## src/rtl/rv_pkg.sv

```systemverilog
// rtl/rv_pkg.sv - shared RV32 opcode constants, format decode and operand-use helpers
package rv_pkg;
  localparam int XLEN   = 32;
  localparam int REG_AW = 5;

  localparam logic [6:0] OP_LOAD   = 7'b0000011;
  localparam logic [6:0] OP_IMM    = 7'b0010011;
  localparam logic [6:0] OP_STORE  = 7'b0100011;
  localparam logic [6:0] OP_BRANCH = 7'b1100011;
  localparam logic [6:0] OP_LUI    = 7'b0110111;
  localparam logic [6:0] OP_AUIPC  = 7'b0010111;
  localparam logic [6:0] OP_JAL    = 7'b1101111;
  localparam logic [6:0] OP_JALR   = 7'b1100111;
  localparam logic [6:0] OP_REG    = 7'b0110011;

  typedef enum logic [2:0] {
    FMT_R, FMT_I, FMT_S, FMT_B, FMT_U, FMT_J, FMT_X
  } fmt_e;

  function automatic fmt_e op_fmt(input logic [6:0] op);
    case (op)
      OP_REG:                  return FMT_R;
      OP_LOAD, OP_IMM, OP_JALR: return FMT_I;
      OP_STORE:                return FMT_S;
      OP_BRANCH:               return FMT_B;
      OP_LUI, OP_AUIPC:        return FMT_U;
      OP_JAL:                  return FMT_J;
      default:                 return FMT_X;
    endcase
  endfunction

  // Unknown opcodes still count as rs1 readers so hazards stay conservative.
  function automatic logic uses_rs1(input fmt_e f);
    return !(f == FMT_U || f == FMT_J);
  endfunction

  function automatic logic uses_rs2(input fmt_e f);
    return (f == FMT_R || f == FMT_S || f == FMT_B);
  endfunction
endpackage

```

## src/rtl/imm_gen.sv

```systemverilog
// rtl/imm_gen.sv - combinational immediate extractor, shared with the branch unit
module imm_gen
  import rv_pkg::*;
#(
  parameter int XLEN = rv_pkg::XLEN
) (
  input  logic [31:0]     i_instr,
  output logic [XLEN-1:0] o_imm
);

  logic [31:0] w_imm32;

  always_comb begin
    w_imm32 = '0;
    case (op_fmt(i_instr[6:0]))
      FMT_I: w_imm32 = {{20{i_instr[31]}}, i_instr[31:20]};
      FMT_S: w_imm32 = {{20{i_instr[31]}}, i_instr[31:25], i_instr[11:7]};
      FMT_B: w_imm32 = {{19{i_instr[31]}}, i_instr[31], i_instr[7],
                        i_instr[30:25], i_instr[11:8], 1'b0};
      FMT_U: w_imm32 = {i_instr[31:12], 12'b0};
      FMT_J: w_imm32 = {{11{i_instr[31]}}, i_instr[31], i_instr[19:12],
                        i_instr[20], i_instr[30:21], 1'b0};
      default: w_imm32 = '0;
    endcase
  end

  assign o_imm = XLEN'(signed'(w_imm32));

endmodule

```

## src/rtl/decode_stage.sv

```systemverilog
// rtl/decode_stage.sv - ID stage: field extract, WB bypass, load-use stall, ID/EX register
module decode_stage
  import rv_pkg::*;
#(
  parameter int XLEN   = rv_pkg::XLEN,
  parameter int REG_AW = rv_pkg::REG_AW
) (
  input  logic              clk,
  input  logic              rst,
  input  logic              if_valid,
  output logic              if_ready,
  input  logic [31:0]       if_instr,
  input  logic [XLEN-1:0]   if_pc,
  output logic [REG_AW-1:0] rf_a1,
  output logic [REG_AW-1:0] rf_a2,
  input  logic [XLEN-1:0]   rf_rd1,
  input  logic [XLEN-1:0]   rf_rd2,
  input  logic              wb_we,
  input  logic [REG_AW-1:0] wb_rd,
  input  logic [XLEN-1:0]   wb_data,
  input  logic              ex_load,
  input  logic [REG_AW-1:0] ex_rd,
  input  logic              flush,
  output logic              id_valid,
  input  logic              id_ready,
  output logic [XLEN-1:0]   id_pc,
  output logic [XLEN-1:0]   id_rs1_val,
  output logic [XLEN-1:0]   id_rs2_val,
  output logic [REG_AW-1:0] id_rs1,
  output logic [REG_AW-1:0] id_rs2,
  output logic [REG_AW-1:0] id_rd,
  output logic [XLEN-1:0]   id_imm,
  output logic [6:0]        id_opcode,
  output logic [2:0]        id_funct3,
  output logic              id_funct7b5,
  output logic              id_reg_write
);

  logic [REG_AW-1:0] w_rs1, w_rs2, w_rd;
  logic [6:0]        w_opcode;
  fmt_e              w_fmt;
  logic [XLEN-1:0]   w_imm;
  logic [XLEN-1:0]   w_rs1_val, w_rs2_val;
  logic              w_reg_write;
  logic              w_hazard, w_advance, w_accept;

  logic              r_valid;
  logic [XLEN-1:0]   r_pc, r_rs1_val, r_rs2_val, r_imm;
  logic [REG_AW-1:0] r_rs1, r_rs2, r_rd;
  logic [6:0]        r_opcode;
  logic [2:0]        r_funct3;
  logic              r_funct7b5, r_reg_write;

  assign w_rs1    = REG_AW'(if_instr[19:15]);
  assign w_rs2    = REG_AW'(if_instr[24:20]);
  assign w_rd     = REG_AW'(if_instr[11:7]);
  assign w_opcode = if_instr[6:0];
  assign w_fmt    = op_fmt(w_opcode);
  assign rf_a1    = w_rs1;
  assign rf_a2    = w_rs2;

  imm_gen #(.XLEN(XLEN)) u_imm_gen (
    .i_instr (if_instr),
    .o_imm   (w_imm)
  );

  // The file write lands on the same edge we capture, so forward it here.
  always_comb begin
    w_rs1_val = '0;
    w_rs2_val = '0;
    if (w_rs1 != '0)
      w_rs1_val = (wb_we && wb_rd == w_rs1) ? wb_data : rf_rd1;
    if (w_rs2 != '0)
      w_rs2_val = (wb_we && wb_rd == w_rs2) ? wb_data : rf_rd2;
  end

  assign w_reg_write = (w_rd != '0) && (w_fmt != FMT_S) && (w_fmt != FMT_B)
                     && (w_fmt != FMT_X);

  assign w_hazard = ex_load && (ex_rd != '0) &&
                    ((uses_rs1(w_fmt) && ex_rd == w_rs1) ||
                     (uses_rs2(w_fmt) && ex_rd == w_rs2));

  assign w_advance = !r_valid || id_ready;
  assign if_ready  = rst || flush || (w_advance && !w_hazard);
  assign w_accept  = if_valid && if_ready;

  always_ff @(posedge clk) begin
    if (rst) begin
      r_valid     <= 1'b0;
      r_pc        <= '0;
      r_rs1_val   <= '0;
      r_rs2_val   <= '0;
      r_rs1       <= '0;
      r_rs2       <= '0;
      r_rd        <= '0;
      r_imm       <= '0;
      r_opcode    <= '0;
      r_funct3    <= '0;
      r_funct7b5  <= 1'b0;
      r_reg_write <= 1'b0;
    end else if (flush) begin
      r_valid <= 1'b0;
    end else if (w_accept) begin
      r_valid     <= 1'b1;
      r_pc        <= if_pc;
      r_rs1_val   <= w_rs1_val;
      r_rs2_val   <= w_rs2_val;
      r_rs1       <= w_rs1;
      r_rs2       <= w_rs2;
      r_rd        <= w_rd;
      r_imm       <= w_imm;
      r_opcode    <= w_opcode;
      r_funct3    <= if_instr[14:12];
      r_funct7b5  <= if_instr[30];
      r_reg_write <= w_reg_write;
    end else if (w_advance) begin
      r_valid <= 1'b0;
    end
  end

  assign id_valid     = r_valid;
  assign id_pc        = r_pc;
  assign id_rs1_val   = r_rs1_val;
  assign id_rs2_val   = r_rs2_val;
  assign id_rs1       = r_rs1;
  assign id_rs2       = r_rs2;
  assign id_rd        = r_rd;
  assign id_imm       = r_imm;
  assign id_opcode    = r_opcode;
  assign id_funct3    = r_funct3;
  assign id_funct7b5  = r_funct7b5;
  assign id_reg_write = r_reg_write;

endmodule

```

## config.mk

```make
export PLATFORM = sky130hd
export DESIGN_NAME = decode_stage
export DESIGN_NICKNAME = d
export VERILOG_FILES = /design/src/rtl/rv_pkg.sv /design/src/rtl/imm_gen.sv /design/src/rtl/decode_stage.sv
export SDC_FILE = /design/constraint.sdc
export NUM_CORES = 1
export LEC_CHECK = 0
export CAP_MARGIN = 5
export CORE_AREA = 2 2 135 137
export CTS_CLUSTER_SIZE = 30
export DETAILED_ROUTE_END_ITERATION = 8
export DIE_AREA = 0 0 137 139
export PLACE_DENSITY = 0.88
export SKIP_LAST_GASP = 1
export SLEW_MARGIN = 40
export SYNTH_ARGS = -nofsm -noshare
export SYNTH_HDL_FRONTEND = slang
export SYNTH_HIERARCHICAL = 1
export SYNTH_SLANG_ARGS = --single-unit
```

## constraint.sdc

```tcl
create_clock -name clk -period 3.2 [get_ports clk]
set_input_delay 0.64 -clock clk [delete_from_list [all_inputs] [get_ports clk]]
set_output_delay 0.64 -clock clk [all_outputs]
set_load 0.01 [all_outputs]
```

==> impl_metrics.yaml <==
synth:
  ys_types: 54
  synth_warnings: 6
  syn_area_sq_um: 6540
  syn_area_per_cell_sq_um: 11.0
  syn_inst: 595
  async_flop_share_pct: 0
  yosys_most_used_dff: "dfxtp_1"
  seq_area_frac_synth_pct: 47.7
  synth_edf_count: 0
  synthesis.nets: 773
  ys_ff_latch: 156
floorplan:
  core_region_area_sq_um: 17700
  dieArea_sq_um: 19000
  start_util_pct: 37.1
  io_pins: 344
  die_h_microns: 139
  rows: 49
  die_w_microns: 137
critical_path:
  cp_max_fo: 2
  crit_start: "ex_rd[1]"
  worst_ep_arrival_time_ns: 2.41
  setup.worst_path.class: "in2out"
  critPathLaunchType: "input pin"
  crit-reg2reg-launch: "id_valid$_SDFFE_PP0P_"
  cp-end-kind: "output pin"
  critPathRequiredTime_ns: 2.56
  ff2ff_path_depth: 7
timing:
  slew_headroom_pct: 71.8
  drv_slew: 0
  worst_slack_ns: 0.147
  period_minus_slack_ns: 3.05
  setup_viol: 0
  hold_viol: 0
  whs_ns: 0.462
  period_share_pct: 95.4
  worst_slew_pin_slew_ns: 0.420
  max_freq_ghz: 0.328
  clock_skew_ns: 0.00677
  rsz0062_at_grt: "no"
placement:
  numPortBuffers: 343
  dp_hpwl_mm: 18.1
  place_congestion: 0.907
  pre_cts_ws_ns: -0.531
clocking:
  htreeDepth: 4
  cts_max_path_buffers: 2
  root_buffer: "clkbuf_16"
  clk_pin_slew_ns: 0.06
  clk_latency_ns: 0.42
  cts_num_sinks: 156
  postCtsHoldBufs: 0
  cts_tree: "done"
  numCtsBuffers: 17
detailed_routing:
  drt_pass1_iterations: 5
  wl_mm: 24.5
  drc_errors: 0
  post_drt_wl_per_cell_microns: 20.6
  drtAntennaViolNets: 0
  initialDrtViolationCount: 375
  dr_total_vias: 6402
  viasPerCell: 5.39
power_and_ir_drop:
  power.density_nw_per_um2: 450
  p_int_mw: 3.74
  combPwrFrac_pct: 16.1
  power_mw: 4.97
  p_leak_nw: 3.95
  p_sw_share_pct: 24.7
  seqPwrFrac_pct: 41.5
  p_clk_share_pct: 42.3
  switching_power_mw: 1.23
  ir_worst_vdd_mv: 0.345
job:
  cap_violations: 0
finish:
  nets: 1125
  antenna_cells: 0
  area_growth_pct: 68.8
  final_cell_mix: "clkdlybuf4s50_1, dfxtp_1, a22o_1, mux2i_1, o2bb2ai_1"
  layout_commonest_cell: "clkdlybuf4s50_1"
  drive_gt1_share_pct: 10.8
global_route:
  grt_usage_pct: 25.0
  grt_max_degree: 75
  grt_overflow_total: 0
  grt_antenna_before_repair: 0
  grt_pass1_vias: 6535
  grt_pass1_wl_mm: 36.7
worst_hold_path:
  min_from: "id_rs1_val[12]$_SDFFE_PP0P_"
  hold_path.class: "reg2reg"
  holdPathStages: 1
run_status:
  outcome: "finished clean"
[cell type report]
cell class,count,area (sq um)
repair buffers,390,3910
inverters,6,22.5
clock inverters,12,163
flip-flops and latches,156,3120
clock buffers,19,443
well taps,229,287
multi-input cells,376,3100
fillers,1415,6610
[flip-flops by register name, indices dropped and copies added (netlist names)]
signal / flops
id_rs1: 5
id_rd: 5
id_opcode: 7
id_valid: 1
id_rs1_val: 32
id_imm: 32
id_reg_write: 1
id_pc: 32
id_funct3: 3
id_rs2_val: 32
id_rs2: 5
id_funct7b5: 1
[routing by layer]
layer  share of wire, %  wire [microns]  track usage, %  vias up
met2                 49           12100            42.5      325
met4                3.4             829            11.5        0
li1                   -               -               -     2969
met3                9.0            2210            7.79       62
met5                  0               0               0        -
met1                 38            9420            28.4     3046
[synth_stat cells, drive strengths merged, types with 2 or more instances]
master   instances  area, sq um
dfxtp          156         3120
a22o            90          788
mux2i           65          651
o2bb2ai         65          569
buf             43          283
a21oi           21          146
nand2           16         62.6
nor2            15         58.8
clkbuf          14         52.6
nand3           13         65.1
o21ai           12         75.1
xor2            12          105
xnor2            8         70.1
and2             7         43.8
inv              6         22.5
nor3             5         35.0
a32oi            4         35.0
and3             4         30.0
nand3b           4         30.0
or4              4         30.0
a21boi           3         22.5
a21o             3         22.5
a211o            2         17.5
a211oi           2         20.0
nand2b           2         12.5
nand4b           2         17.5
nor4             2         12.5
o31ai            2         20.0
[worst paths after layout]
| check | slack, ns | end |
|---|---|---|
| max reg2reg | 1.39 | id_rs1_val[25]$_SDFFE_PP0P_ |
| max | 0.15 | if_ready |
| min reg2reg | 0.46 | id_rs1_val[12]$_SDFFE_PP0P_ |
| min | 0.46 | id_rs1_val[12]$_SDFFE_PP0P_ |
[critical path, cell delays in order]
cell and delay [ns]:
clkdlybuf4s50_1 0.51, buf_4 0.14, xnor2_1 0.10, nand3_1 0.15
a2111oi_4 0.28, a21o_1 0.19, and2_4 0.15, o21ai_1 0.07
buf_4 0.16
[per-stage QoR]
step           instance area, sq um  TNS, ns  util (%)  cells
4_1_cts                       11000        0      62.5   1188
3_3_place_gp                  10400    -1.04      59.0   1157
3_5_place_dp                  10400    -3.63      59.0   1157
6_report                      11000        0      62.5   1188
5_1_grt                       11000        0      62.5   1188
2_1_floorplan                  6540        0         -    595
[kinds of logic (layout without fill, tap and decap cells)]
group	Yosys count	in the layout	synth area share (%)
AOI/OAI and AO/OA	210	210	27.2
and+or+nand+nor	80	80	6.85
DFF	156	156	47.7
xor gates and xnor gates	20	20	2.68
buffers and inverters	63	427	5.47
adders and majority gates	1	1	0.191
muxes	65	65	9.94
[power groups by stage]
stage          Sequential [mW]  Combinational (mW)  Clock [mW]
6_report                  2.06               0.802        2.10
5_1_grt                   2.07               0.848        2.22
4_1_cts                   2.06               0.803        2.14
3_5_place_dp              2.10               0.797           0
3_3_place_gp              2.10               0.783           0
2_1_floorplan             2.14               0.239           0
[what timing repair did]
item,CTS,global route
endpoints found under the setup margin,1,1
buffers inserted,0,0
pin swaps,3,3
resized for setup,13,3
Note: power is estimated with default switching activity, not from simulation.
